===== config.mk =====
export PLATFORM = sky130hd
export DESIGN_NAME = umi_endpoint
export DESIGN_NICKNAME = d
export VERILOG_FILES = /design/src/rtl/umi_endpoint.sv
export SDC_FILE = /design/constraint.sdc
export NUM_CORES = 2
export LEC_CHECK = 0
export ABC_AREA = 1
export CORE_AREA = 10 10 548 550
export CTS_CLUSTER_DIAMETER = 120
export DETAILED_ROUTE_END_ITERATION = 16
export DIE_AREA = 0 0 558 560
export DONT_BUFFER_PORTS = 1
export PLACE_DENSITY = 0.3
export SLEW_MARGIN = 20
export SYNTH_ARGS = -nofsm -noshare
export SYNTH_HDL_FRONTEND = slang
export SYNTH_SLANG_ARGS = --single-unit

===== constraint.sdc =====
create_clock -name clk -period 3.9 [get_ports clk]
set_clock_uncertainty 0.2 [all_clocks]
set_input_delay 0.78 -clock clk [delete_from_list [all_inputs] [get_ports clk]]
set_output_delay 0.78 -clock clk [all_outputs]
set_load 0.02 [all_outputs]

===== src/rtl/umi_endpoint.sv =====
// UMI responder: turns request packets into local register/memory accesses
// and returns read data / write acks as UMI response packets.
module umi_endpoint #(
  parameter int AW = 64,
  parameter int CW = 32,
  parameter int DW = 256
) (
  input  logic          clk,
  input  logic          reset,
  input  logic          udev_req_valid,
  input  logic [CW-1:0] udev_req_cmd,
  input  logic [AW-1:0] udev_req_dstaddr,
  input  logic [AW-1:0] udev_req_srcaddr,
  input  logic [DW-1:0] udev_req_data,
  output logic          udev_req_ready,
  output logic          udev_resp_valid,
  output logic [CW-1:0] udev_resp_cmd,
  output logic [AW-1:0] udev_resp_dstaddr,
  output logic [AW-1:0] udev_resp_srcaddr,
  output logic [DW-1:0] udev_resp_data,
  input  logic          udev_resp_ready,
  output logic          loc_req,
  output logic          loc_write,
  output logic [AW-1:0] loc_addr,
  output logic [DW-1:0] loc_wrdata,
  output logic [2:0]    loc_size,
  input  logic          loc_ack,
  input  logic [DW-1:0] loc_rddata
);

  localparam logic [4:0] REQ_RD      = 5'h01;
  localparam logic [4:0] REQ_WR      = 5'h03;
  localparam logic [4:0] REQ_WRPOSTED = 5'h05;
  localparam logic [4:0] RESP_RD     = 5'h02;
  localparam logic [4:0] RESP_WR     = 5'h04;

  typedef enum logic [1:0] {IDLE, ACCESS, RESP} state_t;

  state_t        r_state;
  logic [CW-3:0] r_cmd;
  logic          r_resp_valid;
  logic [CW-1:0] r_resp_cmd;
  logic [AW-1:0] r_resp_dst;
  logic [AW-1:0] r_resp_src;
  logic [DW-1:0] r_resp_data;
  logic          r_loc_req;
  logic          r_loc_write;
  logic [AW-1:0] r_loc_addr;
  logic [DW-1:0] r_loc_wrdata;
  logic [2:0]    r_loc_size;

  logic [4:0] w_op;
  logic       w_legal;
  logic       w_unused;

  assign w_op     = udev_req_cmd[4:0];
  assign w_legal  = (w_op == REQ_RD) || (w_op == REQ_WR) || (w_op == REQ_WRPOSTED);
  // Incoming status bits are always overwritten in the response.
  assign w_unused = ^udev_req_cmd[CW-1:CW-2];

  // Gated by reset so ready is low while reset is held and high the first
  // cycle after it drops.
  assign udev_req_ready    = (r_state == IDLE) && !reset;
  assign udev_resp_valid   = r_resp_valid;
  assign udev_resp_cmd     = r_resp_cmd;
  assign udev_resp_dstaddr = r_resp_dst;
  assign udev_resp_srcaddr = r_resp_src;
  assign udev_resp_data    = r_resp_data;
  assign loc_req           = r_loc_req;
  assign loc_write         = r_loc_write;
  assign loc_addr          = r_loc_addr;
  assign loc_wrdata        = r_loc_wrdata;
  assign loc_size          = r_loc_size;

  always_ff @(posedge clk) begin
    if (reset) begin
      r_state      <= IDLE;
      r_cmd        <= '0;
      r_resp_valid <= 1'b0;
      r_resp_cmd   <= '0;
      r_resp_dst   <= '0;
      r_resp_src   <= '0;
      r_resp_data  <= '0;
      r_loc_req    <= 1'b0;
      r_loc_write  <= 1'b0;
      r_loc_addr   <= '0;
      r_loc_wrdata <= '0;
      r_loc_size   <= '0;
    end else begin
      case (r_state)
        IDLE: begin
          if (udev_req_valid) begin
            r_cmd      <= udev_req_cmd[CW-3:0];
            r_resp_dst <= udev_req_srcaddr;
            r_resp_src <= udev_req_dstaddr;
            if (w_legal) begin
              r_state      <= ACCESS;
              r_loc_req    <= 1'b1;
              r_loc_write  <= (w_op != REQ_RD);
              r_loc_addr   <= udev_req_dstaddr;
              r_loc_wrdata <= udev_req_data;
              r_loc_size   <= udev_req_cmd[7:5];
            end else begin
              // Unknown opcode: error write-ack, local port untouched.
              r_state      <= RESP;
              r_resp_valid <= 1'b1;
              r_resp_cmd   <= {2'b10, udev_req_cmd[CW-3:5], RESP_WR};
              r_resp_data  <= '0;
            end
          end
        end
        ACCESS: begin
          if (loc_ack) begin
            r_loc_req <= 1'b0;
            if (r_cmd[4:0] == REQ_RD) begin
              r_state      <= RESP;
              r_resp_valid <= 1'b1;
              r_resp_cmd   <= {2'b00, r_cmd[CW-3:5], RESP_RD};
              r_resp_data  <= loc_rddata;
            end else if (r_cmd[4:0] == REQ_WR) begin
              r_state      <= RESP;
              r_resp_valid <= 1'b1;
              r_resp_cmd   <= {2'b00, r_cmd[CW-3:5], RESP_WR};
              r_resp_data  <= '0;
            end else begin
              r_state <= IDLE;
            end
          end
        end
        RESP: begin
          if (udev_resp_ready) begin
            r_resp_valid <= 1'b0;
            r_state      <= IDLE;
          end
        end
        default: r_state <= IDLE;
      endcase
    end
  end

endmodule


; Word level (Yosys, flattened, before mapping)
; Cells that the tools add are included.
; W data, S select, Z words.
[word_totals]
ff_bits = 774
word_cells = 69
[classes]
eq_ne = 14
mux = 30
n_reduce_logical = 13
[ops]
columns = cell, count
row1 = $mux W256, 5
row2 = $pmux W256 S2, 1
row3 = $mux W32, 5
row4 = $pmux W32 S2, 1
row5 = $mux W2, 6
row6 = $eq A5 B1 Y1 const B, 2
row7 = $eq A5 B2 Y1 const B, 2
row8 = $ne A2 B2 Y1 const B, 5
row9 = $mux W1, 9
row10 = $pmux W2 S3, 1
row11 = $reduce_and A3 Y1, 2
row12 = $reduce_and A6 Y1, 1
row13 = $eq A5 B3 Y1 const B, 1
row14 = $ne A5 B1 Y1 const B, 1
row15 = $reduce_and A5 Y1, 1
row16 = $reduce_and A4 Y1, 1
row17 = $ne A3 B3 Y1 const B, 1
row18 = $pmux W1 S3, 1
row19 = $reduce_bool A3 Y1, 1
row20 = $eq A2 B1 Y1 const B, 1
row21 = $eq A2 B2 Y1 const B, 1
row22 = $logic_not A2 Y1, 1
row23 = $logic_or A1 B1 Y1, 2
row24 = $pmux W1 S2, 1
row25 = 4 further kinds, 4

; Depth between registers and ports, before layout
[depth]
depth_word = 6
depth_mapped = 10
depth_no_buf = 9

; Worst setup path before layout
; No wires, ideal clock.
[synth_timing]
kind = input-to-output
startpoint = in reset
endpoint = out udev_req_ready
arrival_ns = 1.291
setup_slack_ns = 1.629
cell_stages = 2
path_buffers = 1
path_cell_list = clkbuf_1 > nor2_1
[synth_between]
elab_chain_cells = 2
[synth_lines]
columns = element, line
row1 = from (decl), 9  ; input logic reset,
row2 = $logic_not A1 Y1, 63  ; assign udev_req_ready = (r_state == IDLE) && !reset;
row3 = $logic_and A1 B1 Y1, 63
row4 = to (decl), 15  ; output logic udev_req_ready,
; No other way between the ends.

; Worst setup path in the final report
[layout_timing]
startpoint = reg r_state[0]
endpoint = out udev_req_ready
[layout_between]
elab_chain_cells = 2
[layout_lines]
columns = element, line
row1 = from (decl), 39  ; state_t r_state;
row2 = from (signal assigned), 77  ; r_state <= IDLE;
row3 = from (signal assigned), 97  ; r_state <= ACCESS;
row4 = from (signal assigned), 105  ; r_state <= RESP;
row5 = $logic_not A2 Y1, 63
row6 = $logic_and A1 B1 Y1, 63
; No other way between the ends.

==> metrics.md <==
| Metric | Value |
|---|---|
| Status | completed |
| Synthesized flop and latch total | 770 |
| Yosys warns | 0 |
| HPWL Detailed | approximately 170 mm |
| WL per Instance | between 20 and 30 microns |
| Share of cells above drive strength 1 | 0.0609 |
| Via count | around 28000 |
| Power per cell area | 499 nW/um^2 |
| Top fanout value on the critical path | 7 |
| Pleak | 13.6 nW |
| Die area | 312000 sq um |
| Number of distinct library cells after synthesis | 19 |
| Vias per cell | 3.54 |
| Setup violators final | 0 |
| Final Routed Wirelength | 213 mm |
| Post-CTS sizing | 0 |
| Commonest non-fill, non-tap cell in the layout | nand2_1 |
| Fill count | 32946 |
| DR pass1 iterations | 7 |
| Worst-Skew Late Latency | 0.81 ns |
| Worst EP required | 2.92 ns |
| Initial Util | 0.0961 |
| Largest net degree at the start of global routing | 491 |
| Highest clock rate | 314 MHz |
| Slew headroom | 0.216 |
| R2R setup slack | 0.91 ns |
| # H-tree levels | 3 |
| Worst Setup Start Kind | register |
| Worst setup EP type | output port |
| Vias in the first global route | about 28000 |
| HP Class | primary input to register |
| Max cap viols | 0 |
| Final Hold Slack | 0.0985 ns |
| Mapped Cells | around 3500 |
| CTS clk-pin slew, worst paths | 0.05 ns |
| GPL Wtd Cong | 0.906 |
| TNS Setup | 0 ns |
| Final period util | 0.816 |
| Synthesized area per cell | 7.87 sq um |
| Sw Ratio | 0.288 |
| Sequential-to-total area share from yosys stat | 0.554 |
| I/O pin cnt | 1420 |
| Area grow syn2layout | 50.5% |
| Final hold vios | 0 |
| P_sw | 6.02 mW |
| Post-route DRC | 0 |
| DRT antenna net count | 0 |
| Register area | 15400 sq um |
| DR iter-0 viols | 2106 |
| Antenna violations before repair | just under 70 |
| Min Tclk post-route | 3.18 ns |
| CTS Root Cell | clkbuf_16 |
| Unrepaired setup endpoints after global routing | false |
| Gr ovfl total | 0 |
| Total CTS buffers | ~110 |
| Max Buffers Root-to-Sink | 4 |
| TritonCTS clock tree | done |
| Total chip power | 20.9 mW |
| # nets final | 4688 |
| Worst EP arrival | 2.20 ns |
| Internal Power | 14.9 mW |
| Maximum VDD drop | 0.371 mV |
| Die width | approximately 560 microns |
| Commonest non-fill, non-tap cells in the layout | nand2_1 (992), dfxtp_1 (770), a21oi_1 (625), dlygate4sd3_1 (618), nor2_1 (318) |
| Num rows | 198 |
| Gr usage total | 0.128 |
| Worst-margin pin slew | 1.16 ns |
| Clock Sinks | between 700 and 800 |
| Core area | between 200000 and 300000 sq um |
| Clock Power Share | 0.481 |
| Register share of total power | 0.421 |
| Synthesized area | approximately 28000 sq um |
| Port buffer count | 0 |
| First-pass GRT wire length | 276 mm |
| Comb power frac | 0.098 |
| Multi-input gate area | 10900 sq um |
| Max Slew Vio Count | 0 |
| Crit Path Class | register to output port |
| Die Height | 560 microns |
-- logic make-up after synthesis --
logic type	after synthesis	share of synthesized area
other	1	0.000135
buffers and inverters	349	0.0562
and+or+nand+nor	1624	0.247
DFF	770	0.554
AOI/OAI and AO/OA	791	0.142
-- state kept, by name, indices dropped and copies added, names as in the netlist --
| signal | count |
|---|---|
| loc_wrdata | 256 |
| udev_resp_data | 256 |
| loc_addr | 64 |
| udev_resp_dstaddr | 64 |
| udev_resp_srcaddr | 64 |
| r_cmd | 30 |
| udev_resp_cmd | 28 |
| loc_size | 3 |
| r_state | 2 |
| loc_req | 1 |
| loc_write | 1 |
| udev_resp_valid | 1 |
-- routing by layer --
layer	wire length [microns]	part of all wire	GRT usage	up-vias
met5	122	0.00057	0	-
met2	108000	0.51	0.231	1421
met1	74400	0.35	0.131	13493
met3	24400	0.11	0.0592	279
li1	-	-	-	12810
met4	5450	0.026	0.0346	18
-- path summary, 6_finish.rpt --
kind,startpoint,endpoint,cells past startpoint
worst min-delay path,loc_rddata[120],udev_resp_data[120]$_SDFFE_PP0P_,2
worst max register to register,r_state[0]$_SDFFE_PP0P_,loc_addr[2]$_SDFFE_PP0P_,8
worst max-delay path,r_state[0]$_SDFFE_PP0P_,udev_req_ready,3
worst min register to register,r_cmd[15]$_SDFFE_PP0P_,r_cmd[15]$_SDFFE_PP0P_,2
-- stage by stage --
step | utilization | area (sq um) | std cells | worst slack (ns)
after detailed placement | 0.110 | 32000 | 7080 | 0.821
after CTS | 0.144 | 41700 | 7887 | 0.620
after floorplan | - | 27800 | 3538 | 1.63
after global placement | 0.110 | 32000 | 7080 | 0.824
final | 0.145 | 41900 | 7918 | 0.716
after global routing | 0.144 | 41800 | 7908 | 0.618
-- cells in the mapped netlist, drive strengths merged --
cell type | number | area [sq um]
nand4 | 257 | 1610
dfxtp | 770 | 15400
a21oi | 625 | 3130
nand3b | 26 | 195
conb | 1 | 3.75
nor3 | 1 | 5.00
clkbuf | 173 | 649
o21ai | 166 | 831
buf | 151 | 821
nand3 | 25 | 130
clkinv | 2 | 7.51
inv | 23 | 86.3
nor2 | 320 | 1210
nand2 | 995 | 3730
-- power by group through the flow --
stage | registers [mW] | logic [mW] | clock network [mW]
floorplan | 8.71 | 0.934 | 0
detailed placement | 8.99 | 1.30 | 0
finish | 8.79 | 2.06 | 10.0
global placement | 8.99 | 1.30 | 0
global route | 8.84 | 2.25 | 10.7
CTS | 8.82 | 2.01 | 10.5
-- critical path: stages, from the launching register on --
cell and delay (ns):
dfxtp_1 0.41, nor2_2 0.35, inv_1 0.12, nor2_1 0.52
-- layout make-up --
class | instances | share of cell area
sequential | 770 | 0.368
antenna | 27 | 0.00161
clock buffer | 154 | 0.0737
clock inverter | 35 | 0.0105
multi-input combinational | 2419 | 0.260
timing repair buffer | 688 | 0.169
inverter | 25 | 0.00302
tap | 3800 | 0.114
-- repair_timing --
action	CTS	global route
buffers inserted	0	0
endpoints found under the hold margin	693	8
hold buffers	618	1
Power figures use the tool's default switching activity.
